## src/rtl/rvfi_progress_check.sv

```systemverilog
// Forward-progress checker for the RVFI bus: first-retirement timeout, stall window,
// retirement counting and a trig-to-check minimum. Optional macro: RVFI_PROGRESS_EXEMPT_EN.
module rvfi_progress_check #(
    parameter int NRET         = 1,
    parameter int ILEN         = 32,
    parameter int CNT_W        = 8,
    parameter int INIT_TIMEOUT = 64,
    parameter int MAX_STALL    = 16,
    parameter int MIN_RETIRE   = 1
) (
    input  logic                 clock,
    input  logic                 resetn,
    input  logic                 trig,
    input  logic                 check,
    input  logic                 waive,
    input  logic [NRET-1:0]      rvfi_valid,
    input  logic [NRET-1:0]      rvfi_halt,
    input  logic [NRET*ILEN-1:0] rvfi_insn,
    output logic [1:0]           state,
    output logic [CNT_W-1:0]     stall_cnt,
    output logic [CNT_W-1:0]     retire_cnt,
    output logic                 fail,
    output logic [1:0]           fail_code
);

    typedef enum logic [1:0] {
        ST_WAIT_FIRST = 2'd0,
        ST_RUN        = 2'd1,
        ST_EXEMPT     = 2'd2,
        ST_FAIL       = 2'd3
    } state_e;

    typedef enum logic [1:0] {
        FC_NONE  = 2'd0,
        FC_INIT  = 2'd1,
        FC_STALL = 2'd2,
        FC_CHECK = 2'd3
    } fail_code_e;

    localparam int RN_W  = $clog2(NRET + 1);
    localparam int SUM_W = CNT_W + RN_W;
    localparam logic [CNT_W-1:0] CNT_MAX = '1;

    state_e           r_state;
    fail_code_e       r_fail_code;
    logic             r_fail;
    logic [CNT_W-1:0] r_stall_cnt;
    logic [CNT_W-1:0] r_retire_cnt;

    logic [NRET-1:0]  w_exempt;
    logic [RN_W-1:0]  w_ret_n;
    logic             w_exempt_hit;
    logic             w_retire;
    logic [SUM_W-1:0] w_win;
    logic [CNT_W-1:0] w_retire_nxt;
    logic [CNT_W-1:0] w_stall_nxt;
    logic             w_check_fail;
    logic             w_init_to;
    logic             w_stall_to;

`ifdef RVFI_PROGRESS_EXEMPT_EN
    localparam logic [ILEN-1:0] WFI_INSN = ILEN'(32'h1050_0073);

    always_comb begin
        w_exempt = '0;
        for (int c = 0; c < NRET; c++) begin
            w_exempt[c] = rvfi_halt[c] || (rvfi_insn[c*ILEN +: ILEN] == WFI_INSN);
        end
    end
`else
    // Without exemption halt and WFI are ordinary retirements.
    logic w_unused_exempt;
    assign w_exempt        = '0;
    assign w_unused_exempt = ^{rvfi_halt, rvfi_insn};
`endif

    // NOTE: every always_comb output gets a default first so no path can infer a latch.
    always_comb begin
        w_ret_n      = '0;
        w_exempt_hit = 1'b0;
        for (int c = 0; c < NRET; c++) begin
            if (rvfi_valid[c]) begin
                if (w_exempt[c]) w_exempt_hit = 1'b1;
                else             w_ret_n      = w_ret_n + RN_W'(1);
            end
        end
    end

    assign w_retire = (w_ret_n != '0);

    // Window count including this cycle; trig restarts the window at this cycle.
    assign w_win        = trig ? SUM_W'(w_ret_n) : SUM_W'(r_retire_cnt) + SUM_W'(w_ret_n);
    assign w_retire_nxt = (w_win > SUM_W'(CNT_MAX)) ? CNT_MAX : w_win[CNT_W-1:0];
    assign w_check_fail = check && (w_win < SUM_W'(MIN_RETIRE));

    always_comb begin
        w_stall_nxt = r_stall_cnt;
        if (w_retire || trig)           w_stall_nxt = '0;
        else if (!waive && r_stall_cnt != CNT_MAX) w_stall_nxt = r_stall_cnt + CNT_W'(1);
    end

    assign w_init_to  = (r_stall_cnt == CNT_W'(INIT_TIMEOUT - 1)) && !w_retire && !waive;
    assign w_stall_to = (r_stall_cnt == CNT_W'(MAX_STALL - 1))    && !w_retire && !waive;

    // NOTE: sequential state uses non-blocking assignments so every flop samples pre-edge values.
    always_ff @(posedge clock or negedge resetn) begin
        if (!resetn) begin
            r_state      <= ST_WAIT_FIRST;
            r_fail       <= 1'b0;
            r_fail_code  <= FC_NONE;
            r_stall_cnt  <= '0;
            r_retire_cnt <= '0;
        end else if (r_state != ST_FAIL) begin
            r_retire_cnt <= w_retire_nxt;
            r_stall_cnt  <= w_stall_nxt;
            case (r_state)
                ST_WAIT_FIRST: begin
                    if (w_retire) begin
                        if (w_check_fail) begin
                            r_state     <= ST_FAIL;
                            r_fail      <= 1'b1;
                            r_fail_code <= FC_CHECK;
                        end else begin
                            r_state <= ST_RUN;
                        end
                    end else if (w_exempt_hit) begin
                        r_state     <= ST_EXEMPT;
                        r_stall_cnt <= '0;
                    end else if (w_init_to) begin
                        r_state     <= ST_FAIL;
                        r_fail      <= 1'b1;
                        r_fail_code <= FC_INIT;
                    end else if (w_check_fail) begin
                        r_state     <= ST_FAIL;
                        r_fail      <= 1'b1;
                        r_fail_code <= FC_CHECK;
                    end
                end
                ST_RUN: begin
                    // Exemption outranks both the stall timeout and the check.
                    if (w_exempt_hit) begin
                        r_state     <= ST_EXEMPT;
                        r_stall_cnt <= '0;
                    end else if (w_stall_to) begin
                        r_state     <= ST_FAIL;
                        r_fail      <= 1'b1;
                        r_fail_code <= FC_STALL;
                    end else if (w_check_fail) begin
                        r_state     <= ST_FAIL;
                        r_fail      <= 1'b1;
                        r_fail_code <= FC_CHECK;
                    end
                end
                default: ;
            endcase
        end
    end

    assign state      = r_state;
    assign stall_cnt  = r_stall_cnt;
    assign retire_cnt = r_retire_cnt;
    assign fail       = r_fail;
    assign fail_code  = r_fail_code;

endmodule

```

## config.mk

```make
export PLATFORM = sky130hd
export DESIGN_NAME = rvfi_progress_check
export DESIGN_NICKNAME = d
export VERILOG_FILES = /design/src/rtl/rvfi_progress_check.sv
export SDC_FILE = /design/constraint.sdc
export NUM_CORES = 1
export LEC_CHECK = 0
export ABC_AREA = 1
export ABC_CLOCK_PERIOD_IN_PS = 2900
export CAP_MARGIN = 10
export CORE_MARGIN = 8
export CORE_UTILIZATION = 44
export DETAILED_ROUTE_END_ITERATION = 10
export GPL_ROUTABILITY_DRIVEN = 0
export HOLD_SLACK_MARGIN = 0.06
export PLACE_DENSITY_LB_ADDON = 0.15
export SYNTH_ARGS = -nofsm -noshare
export SYNTH_HDL_FRONTEND = slang
export SYNTH_SLANG_ARGS = --single-unit
```

## constraint.sdc

```tcl
create_clock -name clock -period 2.9 [get_ports clock]
set_input_delay 0.58 -clock clock [delete_from_list [all_inputs] [get_ports clock]]
set_output_delay 0.58 -clock clock [all_outputs]
set_load 0.02 [all_outputs]
```

# --- Word-level counts from Yosys, hierarchy flattened ---
# Index checks and enable logic that the tools add are counted.
op_classes:
  n_addsub: 2
  order_cmp: 2
  eq_ne: 5
  n_mux: 21
  n_reduce_logical: 14
ops:
  columns: ["op", "count"]
  rows:
  - ["8-bit two-way mux", 3]
  - ["2-bit two-way mux", 9]
  - ["8-bit by 1-bit adder with 9-bit output", 1]
  - ["9-bit by 8-bit > comparator with 1-bit output, second input constant", 1]
  - ["9-bit by 1-bit less-than comparator with 1-bit output, second input constant", 1]
  - ["9-bit two-way mux", 1]
  - ["8-bit by 1-bit adder with 8-bit output, second input constant", 1]
  - ["8-bit by 4-bit equality test with 1-bit output, second input constant", 1]
  - ["8-bit by 6-bit equality test with 1-bit output, second input constant", 1]
  - ["8-bit != test, second input constant", 1]
  - ["2-bit one-hot mux with 2 select lines", 2]
  - ["1-bit logical AND", 6]
  - ["1-bit two-way mux", 5]
  - ["2-bit AND reduction", 2]
  - ["2-bit nonzero test", 2]
  - ["2-bit by 1-bit equality test with 1-bit output, second input constant", 1]
  - ["1-bit zero test", 2]
  - ["2-bit zero test", 1]
  - ["2-bit != test, second input constant", 1]
  - ["1-bit one-hot mux with 2 select lines", 1]
  - ["1-bit logical OR", 1]
totals:
  reg_bits: 21
  in_bits: 39
  output_inout_bits: 21
  word_cells: 49

# --- Logic depth before layout (Yosys ltp) ---
# Gate-level depths: netlist of the first run.
depth:
  depth_word: 9
  mapped_depth: 12
  depth_no_buf: 12

# --- Least setup slack after synthesis of the first run ---
# Ideal clock, no wire load.
synth_path:
  path_kind: "in2reg"
  start: "in rvfi_valid"
  end: "reg r_state[1] (netlist: state[1])"
  setup_ps: 123
  arrival_time_ps: 1792
  required_ps: 2777
  path_slack_ps: 985
  path_stages: 12
  path_buffers: 0
  cell_sequence: "ha_1 -> ha_1 -> nand2_1 -> inv_1 -> nand2_1 -> nand2_1 -> nor2_1 -> nor2_1 -> nand3_1 -> nand3_1 -> nand2_1 -> nand2_1"
synth_between:
  elab_chain_cells: 9
  elab_cells_between_ends: 16
  classes_between: "add/sub: 1; order compare: 1; mux: 8; reduce/logical: 6"
synth_lines:
  columns: ["item", "line_no", "source"]
  rows:
  - ["from (decl)", "16", "input logic [NRET-1:0] rvfi_valid,"]
  - ["1-bit two-way mux (*)", "82", "if (rvfi_valid[c]) begin"]
  - ["8-bit by 1-bit adder with 9-bit output", "92", "assign w_win = trig ? SUM_W'(w_ret_n) : SUM_W'(r_retire_cnt) + SUM_W'(w_ret_n);"]
  - ["9-bit two-way mux", "92", null]
  - ["9-bit by 1-bit less-than comparator with 1-bit output", "94", "assign w_check_fail = check && (w_win < SUM_W'(MIN_RETIRE));"]
  - ["1-bit logical AND", "94", null]
  - ["2-bit two-way mux", null, null]
  - ["2-bit two-way mux", "129", "end else if (w_init_to) begin"]
  - ["2-bit two-way mux", "118", "if (w_retire) begin"]
  - ["2-bit one-hot mux with 2 select lines (*)", "116", "case (r_state)"]
  - ["to (signal assigned)", "120", "r_state <= ST_FAIL;"]
  - ["to (signal assigned)", "130", "r_state <= ST_FAIL;"]
  - ["to (signal assigned)", "134", "r_state <= ST_FAIL;"]
  - ["to (decl)", "44", "state_e r_state;"]
# Every way passes the cells marked *; elsewhere a longest branch is shown, timed or not.
# A chain may end at the register's enable or synchronous reset.

# --- Final worst setup path of the first run ---
# Ends and elaborated chain as after synthesis.

==> flow_summary.json, run 1 <==
{
  "outcome": "finished, final reports clean",
  "fin_cells": 236,
  "critical_path_required_ns": 3.09,
  "pwr-share-comb_pct": 12.0,
  "critical_path.slowest_cell": "clkdlybuf4s50_1",
  "die_area_mm2": 0.00495,
  "drt_iter0_markers": 72,
  "yosysTopAreaCell": "dfrtp_1",
  "netlist_top_cells_area": "dfrtp_1, nand2_1, nor2_1, nand3_1, inv_1",
  "wire_per_inst_um": 12.7,
  "p_leak_nw": 0.817,
  "core_area_mm2": 0.00278,
  "start_util_pct": 46.7,
  "grt_pass1_wl_um": 5170,
  "areaGrowthSynthToFinish_pct": 26.2,
  "whs_endpoint": "fail",
  "chipWidth_um": 70.4,
  "max_freq_mhz": 434,
  "r2r-start": "retire_cnt[0]",
  "synth_area_per_cell_um2": 7.51,
  "antenna_cells": 0,
  "total_power_w": 0.000500,
  "ys_ff_latch": 21,
  "holdPathStages": 2,
  "min_path_type": "flip-flop to flip-flop",
  "syn_inst": 173,
  "cp_data_arrival_time_ns": 2.50,
  "critPathCaptureType": "flip-flop",
  "netlist_top_cells_count": "nand2_1, nor2_1, inv_1",
  "post-cts-setup-buffers": 0,
  "p_per_area_mw_per_mm2": 305,
  "postCtsHoldBufs": 0,
  "cp_max_fo": 4,
  "cts-root-buf": "clkbuf_4",
  "period_share_pct": 79.4,
  "grt_pass1_vias": 1139,
  "rows": 19,
  "ff2ff_path_depth": 12,
  "syn_nets": 215,
  "switching_share_pct": 25.0,
  "first_pass_iters": 4,
  "clk_pin_slew_ns": 0.11,
  "grtUsageTotal_pct": 12.3,
  "cts_tree": "built",
  "cts_sinks": 21,
  "ctsHtreeMaxLevel": 1,
  "seq_area_frac_synth_pct": 40.4,
  "io_buffer_count": 26,
  "path_class": "input pin to flip-flop",
  "crit_chain": "clkdlybuf4s50_1 -> ha_1 -> ha_1 -> nand2_1 -> inv_1 -> nand2_1 -> nand2_1 -> nor2_1 -> nor2_1 -> nand3_1 -> nand3_1 -> nand2_1 -> nand2_1",
  "dp_cells": 232,
  "synthMostInstantiatedCell": "nand2_1",
  "synthFlopType": "dfrtp_1",
  "finalClockSkew_ns": 0.00539,
  "yosysUniqueCellTypes": 27,
  "seq_area_um2": 526,
  "dp_hpwl_um": 2350,
  "worstReg2RegEnd": "state[1]",
  "p_sw_w": 0.000125,
  "fillers": 276,
  "p_int_w": 0.000375,
  "synth_area_mm2": 0.00130,
  "async_flop_share_pct": 100,
  "grt_antenna_before_repair": 0,
  "startpoint_type": "input pin",
  "crit_top_cell": "nand2_1",
  "via_per_inst": 5.10,
  "peakVddDrop_v": 0.000253,
  "drv_cap": 0,
  "grt_max_degree": 22,
  "r2r_slack_ns": 0.95,
  "grt_overflow": 0,
  "die_h_um": 70.4,
  "post_cts_resized": 0,
  "slowest_delay_ns": 0.46,
  "clockPowerShare_pct": 28.0,
  "worst_pin_slew_ns": 0.428,
  "seqPwrFrac_pct": 60.0,
  "cts-buffers-inserted": 3,
  "hold_viol": 0,
  "routed_wl_um": 3000,
  "drc": 0,
  "drive_above_1_share_pct": 9.76,
  "yosys.area.top_type_share_pct": 40.4,
  "max_slew_margin_pct": 71.5,
  "multi_input_area_um2": 681,
  "synth-edff-count": 0,
  "setup_violations": 0,
  "worstSkewPairLatency_ns": 0.30,
  "clock_path_buffers": 2,
  "fin_nets": 248,
  "ios": 60,
  "drv_slew": 0,
  "synth_warnings": 0,
  "hold_path.startpoint": "fail",
  "fin_crit_ns": 2.30,
  "setup_tns_ns": 0,
  "final_antenna_net_count": 0,
  "vias": 1203,
  "rsz0062_at_grt": "no"
}
## through the flow
step           hold slack (ns)  area, µm²  util [%]  setup WS [ns]
2_1_floorplan            0.284       1300         -          0.985
3_3_place_gp             0.450       1610      58.0          0.301
3_5_place_dp             0.453       1610      58.0          0.271
4_1_cts                  0.485       1640      59.0          0.611
5_1_grt                  0.512       1640      59.0          0.405
6_report                 0.481       1640      59.0          0.596
## cell families after synthesis
logic type,synth area share [%]
compound gates,11.5
xor+xnor,2.02
fa+ha+maj,2.89
buf+inv,7.22
flops,40.4
simple gates,36.0
## placed cells by master, fill, tap and decap left out
master	synthesis	layout
nand3b_2	1	1
a2bb2oi_1	1	1
o21a_4	1	1
nor2_8	1	1
nor2_2	2	2
dfrtp_1	21	21
clkbuf_1	0	1
clkdlybuf4s50_1	0	26
clkbuf_4	0	3
inv_1	24	24
a21oi_1	4	4
nand4_1	3	3
a22oi_1	2	2
o21a_1	1	1
o31ai_4	1	1
o21ai_2	2	2
o22a_1	1	1
inv_2	1	1
xor2_1	3	3
nand3b_1	1	1
ha_1	3	3
nand3_2	1	1
o21ai_0	7	7
nand2_1	42	42
nor2_4	1	1
buf_4	0	2
nand3_1	18	18
nor2_1	25	25
or2_2	2	2
nand2_2	2	2
nor3_1	2	2
## routing by layer
layer / up-vias / global-route usage, % / routed length (µm)
met5: - / 0 / 0
met4: 0 / 3.57 / 15
met3: 2 / 4.10 / 212
met2: 27 / 20.0 / 1390
met1: 552 / 14.8 / 1380
li1: 622 / - / -
## state kept, by name, indices dropped and copies added (netlist names)
register	flops
retire_cnt	8
stall_cnt	8
fail_code	2
state	2
fail	1
## area by class of cell
| cell class | count | share of cell area [%] |
|---|---|---|
| multi-input combinational | 127 | 41.5 |
| sequential | 21 | 32.0 |
| timing repair buffer | 28 | 16.8 |
| inverter | 25 | 5.72 |
| tap | 31 | 2.36 |
| clock buffer | 4 | 1.60 |
## power by group through the flow
stage	sequential [W]	combinational (W)	clock [W]
after floorplan	0.000309	0.0000264	0
after CTS	0.000300	0.0000610	0.000150
after detailed placement	0.000306	0.0000606	0
after global placement	0.000306	0.0000599	0
final	0.000300	0.0000599	0.000140
after global routing	0.000301	0.0000675	0.000160
## critical path, delay by kind of cell
| family | cells | cell delay, ns |
|---|---|---|
| buf+inv | 2 | 0.54 |
| fa+ha+maj | 2 | 0.47 |
| simple gates | 9 | 0.90 |
## worst max-delay path by stage
stage | from | end | depth (start not counted)
final | rvfi_valid | state[1] | 13
after global routing | rvfi_valid | state[1] | 13
after CTS | rvfi_valid | state[1] | 13
after detailed placement | rvfi_valid | state[1] | 13
after global placement | rvfi_valid | state[1] | 13
after floorplan | rvfi_valid | state[1] | 12
Power figures use the tool's default switching activity.
==> run 2: changes to the inputs <==
--- a/config.mk
+++ b/config.mk
@@ -6,10 +6,10 @@
 export NUM_CORES = 1
 export LEC_CHECK = 0
 export ABC_AREA = 1
-export ABC_CLOCK_PERIOD_IN_PS = 2900
+export ABC_CLOCK_PERIOD_IN_PS = 2400
 export CAP_MARGIN = 10
 export CORE_MARGIN = 8
-export CORE_UTILIZATION = 44
+export CORE_UTILIZATION = 41
 export DETAILED_ROUTE_END_ITERATION = 10
 export GPL_ROUTABILITY_DRIVEN = 0
 export HOLD_SLACK_MARGIN = 0.06
==> constraint.sdc (replaced) <==
create_clock -name clock -period 2.4 [get_ports clock]
set_input_delay 0.48 -clock clock [delete_from_list [all_inputs] [get_ports clock]]
set_output_delay 0.48 -clock clock [all_outputs]
set_load 0.02 [all_outputs]
==> flow_summary.json, run 2 (synthesis gave the netlist of run 1 again) <==
{
  "met1_length_um": 1290,
  "cts_sinks": 21,
  "max_slew_margin_pct": 78.0,
  "rsz0062_at_grt": "no",
  "grt_antenna_before_repair": 0,
  "vias": 1239,
  "p_leak_nw": 0.843,
  "wire_per_inst_um": 11.8,
  "multi_input_area_um2": 681,
  "grt_pass1_wl_um": 5440,
  "setup_violations": 0,
  "worst_pin_slew_ns": 0.329,
  "fin_nets": 253,
  "grtUsageTotal_pct": 12.8,
  "drc": 0,
  "cts-buffers-inserted": 3,
  "fin_crit_ns": 2.07,
  "critical_path_required_ns": 2.62,
  "chipWidth_um": 72.3,
  "postPlaceCellArea_mm2": 0.00167,
  "grt_max_degree": 22,
  "path_class": "input pin to flip-flop",
  "r2r-start": "retire_cnt[0]",
  "cts-root-buf": "clkbuf_4",
  "final_core_util_pct": 56.0,
  "critical_path.slowest_cell": "clkdlybuf4s50_1",
  "top_layer": "met4",
  "r2r_slack_ns": 0.57,
  "startpoint_type": "input pin",
  "period_share_pct": 86.2,
  "cp_max_fo": 4,
  "clk_pin_slew_ns": 0.12,
  "min_path_type": "flip-flop to flip-flop",
  "ctsHtreeMaxLevel": 1,
  "antenna_cells": 0,
  "setup_tns_ns": 0,
  "cts_tree": "built",
  "outcome": "finished, final reports clean",
  "drv_slew": 0,
  "core_area_mm2": 0.00303,
  "critPathCaptureType": "flip-flop",
  "finalClockSkew_ns": 0.00283,
  "timing.hold.ws_ns": 0.480,
  "dp_hpwl_um": 2360,
  "routed_wl_um": 3010,
  "rows": 20,
  "wl_met3_um": 166,
  "crit_chain": "clkdlybuf4s50_1 -> ha_1 -> ha_1 -> nand2_1 -> inv_1 -> nand2_1 -> buf_4 -> o31ai_4 -> inv_1 -> a22oi_1",
  "hold_path.startpoint": "fail",
  "worstReg2RegEnd": "state[1]",
  "drt_iter0_markers": 106,
  "post_cts_resized": 0,
  "die_area_mm2": 0.00523,
  "p_per_area_mw_per_mm2": 360,
  "drive_above_1_share_pct": 12.4,
  "fin_area_mm2": 0.00170,
  "slowest_delay_ns": 0.49,
  "seq_area_um2": 526,
  "postCtsHoldBufs": 0,
  "start_util_pct": 42.9,
  "drv_cap": 0,
  "post-cts-setup-buffers": 0,
  "fillers": 284,
  "max_freq_mhz": 483,
  "worstSkewPairLatency_ns": 0.30,
  "grt_pass1_vias": 1250,
  "mostFrequentLayoutCell": "nand2_1",
  "first_pass_iters": 4,
  "met2_length_um": 1530,
  "ios": 60,
  "holdPathStages": 2,
  "areaGrowthSynthToFinish_pct": 30.4,
  "peakVddDrop_v": 0.000214,
  "cp_data_arrival_time_ns": 2.29,
  "whs_endpoint": "fail",
  "die_h_um": 72.3,
  "final_cell_mix": "nand2_1, clkdlybuf4s50_1, nor2_1",
  "ff2ff_path_depth": 12,
  "grt_overflow": 0,
  "final_antenna_net_count": 0,
  "io_buffer_count": 26,
  "via_per_inst": 4.88,
  "clock_path_buffers": 2,
  "hold_viol": 0
}
==> run 2: changes by cell type in the layout (fill, tap and decap cells not counted) <==
cell,change
clkinv_2,+1
clkbuf_1,-1
buf_4,+5
==> run 2: routing by layer <==
metal | up-vias | track usage, %
li1 | 626 | -
met1 | 586 | 14.3
met2 | 25 | 23.1
met3 | 2 | 3.03
met4 | 0 | 4.31
met5 | - | 0
==> run 2: power breakdown <==
| part | switching [W] | internal, W |
|---|---|---|
| sequential | 0.00000480 | 0.000358 |
| clock | 0.000110 | 0.0000621 |
| combinational | 0.0000427 | 0.0000333 |
==> run 2: final cells by class <==
class / instances / share of cell area [%]
multi-input combinational: 127 / 40.1
sequential: 21 / 31.0
timing repair buffer: 33 / 18.5
inverter: 25 / 5.54
tap: 44 / 3.25
clock buffer: 3 / 1.33
clock inverter: 1 / 0.295
==> run 2: through the flow <==
step	setup WS [ns]	instances	power, W
global placement	0.0406	250	0.000445
global route	0.103	254	0.000649
CTS	0.337	254	0.000625
finish	0.330	254	0.000610
detailed placement	0.0133	250	0.000446
floorplan	0.585	173	0.000405
==> run 2: how the worst max path moves through the flow <==
stage | endpoint | slack [ns] | depth (start not counted) | from
global route | state[1] | 0.10 | 13 | rvfi_valid
detailed placement | retire_cnt[3] | 0.01 | 10 | rvfi_valid
floorplan | state[1] | 0.58 | 12 | rvfi_valid
CTS | retire_cnt[3] | 0.34 | 10 | rvfi_valid
finish | retire_cnt[3] | 0.33 | 10 | rvfi_valid
global placement | fail | 0.04 | 13 | rvfi_valid
==> run 2: worst max-delay path: cells and delay by family <==
| kind | cells | cell delay (ns) |
|---|---|---|
| AND/OR/NAND/NOR | 2 | 0.20 |
| buffers and inverters | 4 | 0.87 |
| AO/OA/AOI/OAI | 2 | 0.38 |
| adder cells (fa/ha/maj) | 2 | 0.35 |
==> run 3: changes to the inputs <==
--- a/config.mk
+++ b/config.mk
@@ -6,7 +6,7 @@
 export NUM_CORES = 1
 export LEC_CHECK = 0
 export ABC_AREA = 1
-export ABC_CLOCK_PERIOD_IN_PS = 2400
+export ABC_CLOCK_PERIOD_IN_PS = 2200
 export CAP_MARGIN = 10
 export CORE_MARGIN = 8
 export CORE_UTILIZATION = 41
@@ -14,6 +14,7 @@
 export GPL_ROUTABILITY_DRIVEN = 0
 export HOLD_SLACK_MARGIN = 0.06
 export PLACE_DENSITY_LB_ADDON = 0.15
+export SETUP_SLACK_MARGIN = 0.05
 export SYNTH_ARGS = -nofsm -noshare
 export SYNTH_HDL_FRONTEND = slang
 export SYNTH_SLANG_ARGS = --single-unit
==> constraint.sdc (replaced) <==
create_clock -name clock -period 2.2 [get_ports clock]
set_input_delay 0.44 -clock clock [delete_from_list [all_inputs] [get_ports clock]]
set_output_delay 0.44 -clock clock [all_outputs]
set_load 0.02 [all_outputs]
==> flow_summary.json, run 3 (synthesis gave the netlist of run 1 again) <==
{
  "vias": 1285,
  "crit_top_cell": "inv_1",
  "start_util_pct": 42.9,
  "chipWidth_um": 72.3,
  "final_cell_mix": "nand2_1, clkdlybuf4s50_1, inv_1, nor2_1, dfrtp_1",
  "grt_pass1_wl_um": 5690,
  "grtUsageTotal_pct": 13.3,
  "peakVddDrop_v": 0.000253,
  "multi_input_area_um2": 693,
  "cts_tree": "built",
  "worstSkewPairLatency_ns": 0.30,
  "p_per_area_mw_per_mm2": 384,
  "seq_area_um2": 526,
  "r2r-start": "retire_cnt[0]",
  "ios": 60,
  "setup_tns_ns": 0,
  "layout_setup_ws_ns": 0.183,
  "first_pass_iters": 4,
  "io_buffer_count": 26,
  "fin_crit_ns": 2.02,
  "startpoint_type": "input pin",
  "routed_wl_um": 3230,
  "drive_above_1_share_pct": 16.6,
  "post_cts_resized": 0,
  "mostFrequentLayoutCell": "nand2_1",
  "antenna_cells": 0,
  "drt_iter0_markers": 69,
  "post-cts-setup-buffers": 0,
  "critical_path.slowest_cell": "clkdlybuf4s50_1",
  "die_area_mm2": 0.00523,
  "p_leak_nw": 0.873,
  "critical_path_required_ns": 2.42,
  "rows": 20,
  "period_share_pct": 91.7,
  "slowest_delay_ns": 0.49,
  "worst_pin_slew_ns": 0.328,
  "final_core_util_pct": 58.1,
  "cts-root-buf": "clkbuf_4",
  "r2r_slack_ns": 0.42,
  "drv_slew": 0,
  "ctsHtreeMaxLevel": 1,
  "hold_viol": 0,
  "fin_cells": 261,
  "areaGrowthSynthToFinish_pct": 35.3,
  "drc": 0,
  "core_area_mm2": 0.00303,
  "rsz0062_at_grt": "yes",
  "dp_hpwl_um": 2530,
  "finalClockSkew_ns": 0.00516,
  "cp_max_fo": 4,
  "grt_overflow": 0,
  "cts-buffers-inserted": 3,
  "setup.worst_path.start": "rvfi_valid",
  "clock_path_buffers": 2,
  "setup_violations": 0,
  "grt_max_degree": 22,
  "fin_nets": 260,
  "critPathCaptureType": "flip-flop",
  "min_path_type": "input pin to asynchronous set/reset pin",
  "drv_cap": 0,
  "max_slew_margin_pct": 78.1,
  "fillers": 278,
  "clk_pin_slew_ns": 0.12,
  "cts_sinks": 21,
  "die_h_um": 72.3,
  "postCtsHoldBufs": 0,
  "dp_worst_setup_slack_ns": -0.159,
  "wire_per_inst_um": 12.4,
  "path_class": "input pin to flip-flop",
  "worstReg2RegEnd": "fail_code[0]",
  "max_freq_mhz": 496,
  "dp_cells": 257,
  "critical_path.endpoint": "retire_cnt[3]",
  "crit_chain": "clkdlybuf4s50_1 -> ha_1 -> ha_2 -> nand2_2 -> inv_1 -> nand2_1 -> buf_4 -> o31ai_4 -> inv_1 -> a22oi_1",
  "ff2ff_path_depth": 12,
  "grt_antenna_before_repair": 0,
  "cp_data_arrival_time_ns": 2.24,
  "via_per_inst": 4.92,
  "outcome": "finished, final reports clean",
  "grt_pass1_vias": 1349,
  "final_antenna_net_count": 0
}
[run 3: worst min path at each step]
| stage | startpoint | to | slack, ns | cells after the start |
|---|---|---|---|---|
| 3_3_place_gp | fail | fail | 0.44 | 2 |
| 6_report | resetn | retire_cnt[3] | 0.47 | 2 |
| 4_1_cts | resetn | retire_cnt[3] | 0.46 | 2 |
| 3_5_place_dp | fail | fail | 0.46 | 2 |
| 2_1_floorplan | resetn | fail | 0.14 | 0 |
| 5_1_grt | resetn | retire_cnt[2] | 0.49 | 2 |
[run 3: area by class of cell]
| type | count | share of cell area, % |
|---|---|---|
| inverter | 25 | 5.33 |
| clock buffer | 4 | 1.49 |
| timing repair buffer | 40 | 20.8 |
| multi-input combinational | 127 | 39.4 |
| tap | 44 | 3.13 |
| sequential | 21 | 29.9 |
[run 3: critical path, delay by kind of cell]
kind | cells | cell delay [ns]
AO/OA/AOI/OAI | 2 | 0.38
adder cells (fa/ha/maj) | 2 | 0.39
buffers and inverters | 4 | 0.87
AND/OR/NAND/NOR | 2 | 0.15
[run 3: metal layers]
layer	up-vias	share of wire [%]	global-route usage, %
met4	0	1.1	5.22
met2	23	52	24.8
met3	4	5.9	3.31
met5	-	0	0
li1	646	-	-
met1	612	41	13.9
[run 3: metrics by stage]
stage	power [W]	cell area, µm²	hold slack, ns
6_report	0.000675	1760	0.471
5_1_grt	0.000714	1760	0.489
4_1_cts	0.000689	1750	0.462
3_5_place_dp	0.000496	1720	0.464
3_3_place_gp	0.000494	1720	0.445
2_1_floorplan	0.000442	1300	0.144
[run 3: report_power, final]
group	switching [W]	total, W	internal (W)
sequential	0.00000520	0.000395	0.000390
combinational	0.0000493	0.0000940	0.0000447
clock	0.000115	0.000186	0.0000705
